$ cat src/rtl/mux_pkg.sv
// Shared types and helpers for the mux_nc1_skid slice: occupancy state
// encoding, select-width helper and error counter width.
package mux_pkg;

   typedef enum logic [1:0] {
      EMPTY = 2'd0,
      ONE   = 2'd1,
      TWO   = 2'd2
   } state_t;

   localparam int unsigned ERR_CNT_W = 8;

   // Number of bits needed to index n channels, never less than 1.
   function automatic int unsigned clog2_min1(input int unsigned n);
      int unsigned r;
      r = 0;
      for (int unsigned i = 0; i < 32; i++) begin
         if ((64'd1 << i) < 64'(n)) r = i + 1;
      end
      return (r < 1) ? 1 : r;
   endfunction

endpackage

$ cat src/rtl/mux_nc1_skid_if.sv
// Handshake/bus bundle for mux_nc1_skid. The err_cnt member exists only
// when MUX_ERR_CNT_EN is defined.
interface mux_nc1_skid_if import mux_pkg::*; #(
   parameter int unsigned WIDTH = 32,
   parameter int unsigned N     = 3
) ();
   localparam int unsigned SEL_W = clog2_min1(N);

   logic                 in_valid;
   logic                 in_ready;
   logic [SEL_W-1:0]     sel;
   logic [N*WIDTH-1:0]   din;
   logic                 out_valid;
   logic                 out_ready;
   logic [WIDTH-1:0]     dout;
   logic [SEL_W-1:0]     out_sel;
   logic                 err_invalid_sel;
   logic                 err_clr;
`ifdef MUX_ERR_CNT_EN
   logic [ERR_CNT_W-1:0] err_cnt;
`endif

   // Upstream/downstream environment side
   modport master (
      output in_valid, sel, din, out_ready, err_clr,
`ifdef MUX_ERR_CNT_EN
      input  err_cnt,
`endif
      input  in_ready, out_valid, dout, out_sel, err_invalid_sel
   );

   // Mux block side
   modport slave (
      input  in_valid, sel, din, out_ready, err_clr,
`ifdef MUX_ERR_CNT_EN
      output err_cnt,
`endif
      output in_ready, out_valid, dout, out_sel, err_invalid_sel
   );

endinterface

$ cat src/rtl/skid_buf2.sv
// Two-entry valid/ready buffer. Head register drives the output; the skid
// register absorbs one extra entry so in_ready depends on state only.
module skid_buf2 import mux_pkg::*; #(
   parameter int unsigned DW = 34
) (
   input  logic          clk,
   input  logic          rst_n,
   input  logic          i_in_valid,
   output logic          o_in_ready,
   input  logic [DW-1:0] i_in_data,
   output logic          o_out_valid,
   input  logic          i_out_ready,
   output logic [DW-1:0] o_out_data
);

   state_t        r_state;
   state_t        w_state_nxt;
   logic [DW-1:0] r_head;
   logic [DW-1:0] r_skid;
   logic          w_push;
   logic          w_pop;
   logic          w_head_ld_in;
   logic          w_head_ld_skid;
   logic          w_skid_ld;

   assign o_in_ready  = (r_state != TWO);
   assign o_out_valid = (r_state != EMPTY);
   assign o_out_data  = r_head;
   assign w_push      = i_in_valid && o_in_ready;
   assign w_pop       = o_out_valid && i_out_ready;

   // Occupancy state register
   always_ff @(posedge clk or negedge rst_n) begin
      if (!rst_n) r_state <= EMPTY;
      else        r_state <= w_state_nxt;
   end

   // Next-state and register-load decode
   always_comb begin
      w_state_nxt    = r_state;
      w_head_ld_in   = 1'b0;
      w_head_ld_skid = 1'b0;
      w_skid_ld      = 1'b0;
      case (r_state)
         EMPTY: begin
            if (w_push) begin
               w_head_ld_in = 1'b1;
               w_state_nxt  = ONE;
            end
         end
         ONE: begin
            if (w_push && w_pop) begin
               w_head_ld_in = 1'b1;
            end else if (w_push) begin
               w_skid_ld   = 1'b1;
               w_state_nxt = TWO;
            end else if (w_pop) begin
               w_state_nxt = EMPTY;
            end
         end
         TWO: begin
            if (w_pop) begin
               w_head_ld_skid = 1'b1;
               w_state_nxt    = ONE;
            end
         end
         default: w_state_nxt = EMPTY;
      endcase
   end

   // Head/skid data registers; head keeps the last popped entry when empty
   always_ff @(posedge clk or negedge rst_n) begin
      if (!rst_n) begin
         r_head <= '0;
         r_skid <= '0;
      end else begin
         if (w_head_ld_in)        r_head <= i_in_data;
         else if (w_head_ld_skid) r_head <= r_skid;
         if (w_skid_ld)           r_skid <= i_in_data;
      end
   end

endmodule

$ cat src/rtl/mux_nc1_skid.sv
// N-way WIDTH-bit select mux feeding a 2-entry skid buffer, with sticky
// detection of out-of-range selects. Optional macro MUX_ERR_CNT_EN adds a
// saturating count of dropped invalid-select accepts.
module mux_nc1_skid import mux_pkg::*; #(
   parameter int unsigned WIDTH = 32,
   parameter int unsigned N     = 3
) (
   input  logic         clk,
   input  logic         rst_n,
   mux_nc1_skid_if.slave bus
);

   localparam int unsigned SEL_W = clog2_min1(N);
   localparam int unsigned DW    = WIDTH + SEL_W;

   logic [WIDTH-1:0] w_mux;
   logic             w_sel_ok;
   logic             w_in_ready;
   logic             w_out_valid;
   logic [DW-1:0]    w_head;
   logic             w_bad_accept;
   logic             r_err;

   assign w_sel_ok     = (32'(bus.sel) < N);
   assign w_bad_accept = bus.in_valid && w_in_ready && !w_sel_ok;

   // Input channel select; out-of-range selects yield zero and are dropped
   always_comb begin
      w_mux = '0;
      for (int unsigned k = 0; k < N; k++) begin
         if (bus.sel == SEL_W'(k)) w_mux = bus.din[k*WIDTH +: WIDTH];
      end
   end

   // Invalid selects still consume the handshake but never enter the buffer
   skid_buf2 #(.DW(DW)) u_skid (
      .clk         (clk),
      .rst_n       (rst_n),
      .i_in_valid  (bus.in_valid && w_sel_ok),
      .o_in_ready  (w_in_ready),
      .i_in_data   ({w_mux, bus.sel}),
      .o_out_valid (w_out_valid),
      .i_out_ready (bus.out_ready),
      .o_out_data  (w_head)
   );

   assign bus.in_ready        = w_in_ready;
   assign bus.out_valid       = w_out_valid;
   assign bus.dout            = w_head[DW-1:SEL_W];
   assign bus.out_sel         = w_head[SEL_W-1:0];
   assign bus.err_invalid_sel = r_err;

   // Sticky invalid-select flag; a new error wins over a same-cycle clear
   always_ff @(posedge clk or negedge rst_n) begin
      if (!rst_n)            r_err <= 1'b0;
      else if (w_bad_accept) r_err <= 1'b1;
      else if (bus.err_clr)  r_err <= 1'b0;
   end

`ifdef MUX_ERR_CNT_EN
   logic [ERR_CNT_W-1:0] r_err_cnt;

   assign bus.err_cnt = r_err_cnt;

   // Saturating drop counter; increment with clear restarts at one
   always_ff @(posedge clk or negedge rst_n) begin
      if (!rst_n) begin
         r_err_cnt <= '0;
      end else if (w_bad_accept) begin
         if (bus.err_clr)          r_err_cnt <= ERR_CNT_W'(1);
         else if (r_err_cnt != '1) r_err_cnt <= r_err_cnt + ERR_CNT_W'(1);
      end else if (bus.err_clr) begin
         r_err_cnt <= '0;
      end
   end
`endif

endmodule

$ cat src/flat_wrapper.sv
// flat-port wrapper written by rule: the top's interface ports become plain ports
module mux_nc1_skid_flat import mux_pkg::*;
#(
   parameter int unsigned WIDTH = 32,
   parameter int unsigned N     = 3
)
  (clk, rst_n, bus_in_valid, bus_sel, bus_din, bus_out_ready, bus_err_clr, bus_in_ready, bus_out_valid, bus_dout, bus_out_sel, bus_err_invalid_sel);
  mux_nc1_skid_if #(.WIDTH(WIDTH), .N(N)) bus_i ();
  input  logic clk;
  input  logic rst_n;
  input wire logic [$bits(bus_i.in_valid)-1:0] bus_in_valid;
  input wire logic [$bits(bus_i.sel)-1:0] bus_sel;
  input wire logic [$bits(bus_i.din)-1:0] bus_din;
  input wire logic [$bits(bus_i.out_ready)-1:0] bus_out_ready;
  input wire logic [$bits(bus_i.err_clr)-1:0] bus_err_clr;
  output wire logic [$bits(bus_i.in_ready)-1:0] bus_in_ready;
  output wire logic [$bits(bus_i.out_valid)-1:0] bus_out_valid;
  output wire logic [$bits(bus_i.dout)-1:0] bus_dout;
  output wire logic [$bits(bus_i.out_sel)-1:0] bus_out_sel;
  output wire logic [$bits(bus_i.err_invalid_sel)-1:0] bus_err_invalid_sel;
  assign bus_i.in_valid = bus_in_valid;
  assign bus_i.sel = bus_sel;
  assign bus_i.din = bus_din;
  assign bus_i.out_ready = bus_out_ready;
  assign bus_i.err_clr = bus_err_clr;
  assign bus_in_ready = bus_i.in_ready;
  assign bus_out_valid = bus_i.out_valid;
  assign bus_dout = bus_i.dout;
  assign bus_out_sel = bus_i.out_sel;
  assign bus_err_invalid_sel = bus_i.err_invalid_sel;
  mux_nc1_skid #(.WIDTH(WIDTH), .N(N)) u_core (.clk(clk), .rst_n(rst_n), .bus(bus_i));
endmodule
$ cat config.mk
export PLATFORM = sky130hd
export DESIGN_NAME = mux_nc1_skid_flat
export DESIGN_NICKNAME = d
export VERILOG_FILES = /design/src/rtl/mux_pkg.sv /design/src/rtl/mux_nc1_skid_if.sv /design/src/rtl/skid_buf2.sv /design/src/rtl/mux_nc1_skid.sv /design/src/flat_wrapper.sv
export SDC_FILE = /design/constraint.sdc
export NUM_CORES = 1
export LEC_CHECK = 0
export ABC_CLOCK_PERIOD_IN_PS = 4300
export CAP_MARGIN = 5
export CORE_MARGIN = 5
export CORE_UTILIZATION = 55
export CTS_CLUSTER_DIAMETER = 200
export DETAILED_ROUTE_END_ITERATION = 12
export DONT_BUFFER_PORTS = 1
export MAX_ROUTING_LAYER = met4
export PLACE_DENSITY = 0.7
export SLEW_MARGIN = 20
export SYNTH_ARGS = -nofsm -noshare
export SYNTH_HDL_FRONTEND = slang
export SYNTH_SLANG_ARGS = --single-unit
$ cat constraint.sdc
create_clock -name clk -period 4.3 [get_ports clk]
set_input_delay 0.215 -clock clk [delete_from_list [all_inputs] [get_ports clk]]
set_output_delay 0.215 -clock clk [all_outputs]
set_load 0.005 [all_outputs]
Word level (Yosys, flattened, before mapping)
Cells that the tools add are included.
W data, S select, Z words.
- order comparisons: 1
- eq/ne operators: 9
- mux-type cells: 20
- reduce and logical (&&, ||, !) cells: 13
- operators with widths (kind ; count):
    $mux W32 ; 3
    $mux W34 ; 2
    $mux W2 ; 5
    $mux W1 ; 8
    $ne A2 B2 Y1 const B ; 4
    $logic_and A1 B1 Y1 ; 6
    $pmux W2 S3 ; 1
    $reduce_bool A2 Y1 ; 3
    $eq A2 B1 Y1 const B ; 2
    $eq A2 B2 Y1 const B ; 2
    $logic_not A2 Y1 ; 2
    $reduce_and A4 Y1 ; 1
    $ne A3 B3 Y1 const B ; 1
    $lt A2 B2 Y1 const B ; 1
    $pmux W1 S2 ; 1
    $logic_not A1 Y1 ; 1
- register bits: 71
- input port bits: 103
- output and inout bits: 37
- word-level logic and storage cells: 47

Logic depth before layout (Yosys ltp)
- word-level depth: 7
- mapped depth: 6
- mapped depth without buffers: 3

By module
A second synthesis with hierarchy kept.
- cells, all modules: 283
- area total of the unflattened synthesis: 3868.7 µm²
- modules (own cells, without submodules) (module ; instances ; cells an instance ; area an instance (µm²) ; sequential area each (µm²)):
    skid_buf2 ; 1 ; 201 ; 2962.8 ; 1751.7
    mux_nc1_skid ; 1 ; 82 ; 905.9 ; 25.0

Least setup slack after synthesis
OpenSTA, ideal clock, no wires.
- path kind: flip-flop to flip-flop
- start point: register u_core.u_skid.r_state[1]
- end point: register u_core.u_skid.r_head[10] (netlist: u_core.u_skid.o_out_data[10])
- library setup time: 0.125 ns
- arrival: 1.597 ns
- required time: 4.175 ns
- slack: 2.578 ns
- cell stages (with the launch flop): 5
- path buffers: 1
- clock period less this slack: 1.722 ns
- cells stage by stage: dfrtp_1 nand3b_1 clkbuf_1 mux2_2 mux2_4
- longest elaborated chain between the ends: 6
- elaborated cells on any way between the ends: 15
- classes of those cells: eq/ne (3); mux (6); reduce/logical (6)
- ends and longest elaborated chain (what ; line ; text):
    from (decl) ; skid_buf2.sv:16 ; state_t r_state;
    from (signal assigned) ; skid_buf2.sv:35 ; else r_state <= w_state_nxt;
    $ne A2 B2 Y1 / $reduce_bool A2 Y1 (equally long branches) ; skid_buf2.sv:26, skid_buf2.sv:27 ;
    $logic_and A1 B1 Y1, on equally long branches ; skid_buf2.sv:29, skid_buf2.sv:30 ;
    $logic_and A1 B1 Y1 ; skid_buf2.sv:52 ; if (w_push && w_pop) begin
    $mux W1 ; skid_buf2.sv:52 ;
    $pmux W1 S2 ; skid_buf2.sv:44 ; case (r_state)
    $mux W34 / $reduce_bool A2 Y1 (equally long branches) ; - ;
    to (signal assigned) ; skid_buf2.sv:77 ; if (w_head_ld_in) r_head <= i_in_data;
    to (signal assigned) ; skid_buf2.sv:78 ; else if (w_head_ld_skid) r_head <= r_skid;
    to (decl) ; skid_buf2.sv:18 ; logic [DW-1:0] r_head;
Several ways; a longest one is shown, not always the timed one.
A chain may end at the register's enable or synchronous reset.

Worst setup path in the final report
- start point: register u_core.u_skid.r_state[0]
- end point: register u_core.u_skid.r_head[3] (netlist: u_core.u_skid.o_out_data[3])
The elaborated chain is that of the path after synthesis.

==> results by group <==
Run status
  • Status: complete, no violations

Power
  • Static Leak: around 2.0 nW
  • Switching share of power: about a quarter
  • NetSw: about 570 uW
  • Pwr dens: approximately 520 mW/mm2
  • Clock Power Share: about a quarter
  • IR drop worst, VDD: about 0.32 mV
  • Sequential share of power: between 50% and 60%
  • Combinational fraction of design power: 24.2%
  • Internal: 1.58 mW

Placement
  • Port Buffer Count: 0
  • Dpl hpwl: 5240 um
  • DP Worst Slack: around 2.2 ns
  • RD Place Congestion: about 0.71

Cells and area
  • # diodes: 0
  • Synth-to-layout area growth: 7.21%
  • Nets: ~380
  • Share of post-route cells with drive strength above 1: roughly 40%

Timing
  • Hold Fails Final Rpt: 0
  • Fmax: 0.475 GHz
  • Final WS setup: roughly 2.2 ns
  • Final setup violation count: 0
  • Post-route setup TNS: 0 ns
  • RSZ-0062 raised after global routing: false
  • Fin crit share: 48.9%
  • Clk_skew: between 0.006 and 0.007 ns
  • Max-slew violations: 0
  • Final worst path period need: around 2.1 ns
  • Slew HR: between 40 and 50%
  • Worst slew pin tran: between 0.8 and 0.9 ns

Floorplanning
  • Cell Rows: 30
  • Die height: around 94 um
  • Die X-Extent: around 94 um
  • Ports: 140
  • Core area: a little under 0.007 mm2
  • Die area: 0.00882 mm2
  • Effective utilization at floorplan: 56.7%

Global route
  • Largest net degree at the start of global routing: about 70
  • Grt ovf: 0
  • Vias in the first global route: ~2400
  • Gr usage total: around 19%
  • First-pass GRT wire length: about 12000 um
  • Antenna violations before repair: 0

Clocking
  • Clock buffer depth: 2
  • Htree depth: 3
  • CTS root buf: clkbuf_8
  • Num CTS Buffers: 9
  • # resized after CTS: 0
  • Clock Sinks: roughly 70
  • Clk pin slew, worst setup/hold paths: approximately 0.070 ns
  • Worst-Skew Late Latency: about 0.34 ns
  • Setup Buffers After CTS: 0
  • CTS tree: yes

Synthesis
  • Synth cell types: 22
  • Synth Register Bits: between 70 and 80
  • Post-Synthesis Cell Area: ~0.0039 mm2
  • Yosys warning total: 0
  • Mean Syn Cell Area: between 10 and 15 um2
  • Sequential fraction of the synthesis area: approximately 46%
  • Mapped Cells: 280
  • Mapped Nets: 383

Hold path
  • Worst hold path type: in2reg

Detailed routing
  • Antenna viol nets, final: 0
  • Highest Signal Layer: met4
  • Metal3 WL: between 500 and 600 um
  • Via count: between 2000 and 2500
  • # DRC: 0
  • Met2 wire len: between 3000 and 4000 um
  • DR WL/cell: approximately 21 um
  • Number of DRC markers in iteration 0: around 110
  • Drt total wl: a little under 8000 um
  • DR pass1 iterations: 4
  • DRT met1 WL: 3220 um
  • Via density per instance: just under 6

Setup path
  • Crit path capture type: flip-flop
  • CP max FO: 18
  • Crit path required time: about 4.5 ns
  • Critical setup path kind: reg2reg
  • Crit path launch type: flip-flop
  • Worst EP arrival: between 2 and 2.5 ns

Run
  • Max Cap Viol: 0
## what timing repair did
item                       CTS  global route
hold endpoints to repair    73             0
setup endpoints to repair    0             0
hold buffers                 4             0
## state kept, by name, summed over array words and instances, names as in the netlist
signal / count
u_core.u_skid.r_state: 2
u_core.bus.err_invalid_sel: 1
u_core.u_skid.r_skid: 34
u_core.u_skid.o_out_data: 34
## Yosys cell counts
master      n  area share, %
o22ai_1     1           0.16
nand4_1     1           0.16
nand3b_1    1           0.19
or2_2       1           0.16
o21ai_0     1           0.13
buf_6       5            1.5
buf_1       1          0.097
o2bb2ai_1  27            6.1
inv_1       6           0.58
clkbuf_1    9           0.87
dfrtp_1    71             46
mux2i_1    49             13
mux2_2     62             18
buf_2       8            1.0
a21boi_4    1           0.48
mux2_4     25            9.7
and3b_1     1           0.23
nor2b_1     2           0.32
or3b_1      1           0.23
o21bai_1    1           0.19
a2bb2oi_1   5            1.1
nand2b_1    1           0.16
## routing by layer
metal,GRT usage [%],up-vias
met2,30.5,71
met4,3.97,0
met3,7.05,4
li1,-,1027
met5,-,-
met1,21.9,1124
## cell usage in the layout, fill, tap and decap left out, types with 2 or more instances in the layout
cell type,Yosys,final
mux2_4,25,25
buf_4,0,3
dlygate4sd3_1,0,3
clkinv_2,0,2
mux2i_1,49,49
dfrtp_1,71,71
o2bb2ai_1,27,27
mux2_2,62,62
clkbuf_8,0,12
a2bb2oi_1,5,5
inv_1,6,6
## path summary, 6_finish.rpt
path / endpoint / cells after the start / start / slack [ns]
setup / recovery: u_core.u_skid.o_out_data[3] / 4 / u_core.u_skid.r_state[0] / 2.20
hold / removal: u_core.u_skid.o_out_data[0] / 1 / bus_sel[0] / 0.03
setup reg to reg: u_core.u_skid.o_out_data[3] / 4 / u_core.u_skid.r_state[0] / 2.20
hold reg to reg: u_core.u_skid.r_state[0] / 1 / u_core.u_skid.r_state[0] / 0.49
max in group asynchronous: u_core.u_skid.r_skid[4] / 2 / rst_n / 3.58
min in group asynchronous: u_core.u_skid.o_out_data[10] / 2 / rst_n / 0.41
## power groups by stage
stage | clock network, mW | registers (mW) | logic [mW]
after floorplan | 0 | 1.04 | 0.476
after global placement | 0 | 1.09 | 0.486
after detailed placement | 0 | 1.10 | 0.510
after CTS | 0.569 | 1.08 | 0.529
after global routing | 0.602 | 1.11 | 0.572
final | 0.554 | 1.08 | 0.521
## worst max-delay path, stage by stage, from the launching register on
cell and delay [ns]:
dfrtp_1 0.40, nor2b_1 0.16, or3b_2 0.74, buf_4 0.36
mux2_4 0.33
## area by class of cell
type	count	area, um2
clock buffer	13	169
clock inverter	3	40.0
fill	546	2680
inverter	6	22.5
multi-input combinational	180	1940
sequential	71	1780
tap	96	120
timing repair buffer	7	80.1
## through the flow
step	instances	power (mW)	hold WS, ns	util (%)	area (um2)
5_1_grt	376	2.28	0.0120	60.8	4150
4_1_cts	376	2.18	0.0115	60.8	4150
3_5_place_dp	356	1.61	-0.0782	56.8	3880
2_1_floorplan	280	1.51	-0.0806	-	3870
3_3_place_gp	356	1.57	-0.0783	56.8	3880
6_report	376	2.15	0.0331	60.8	4150
## logic make-up (layout without fill, tap and decap cells)
kind of cell           Yosys count  after routing  share of synthesized area, %
AO/OA/AOI/OAI                   36             36                          8.21
buffers and inverters           29             29                          4.04
flip-flops                      71             71                          45.9
multiplexers                   136            136                          40.4
AND/OR/NAND/NOR                  8              8                          1.45
Power figures use the tool's default switching activity.
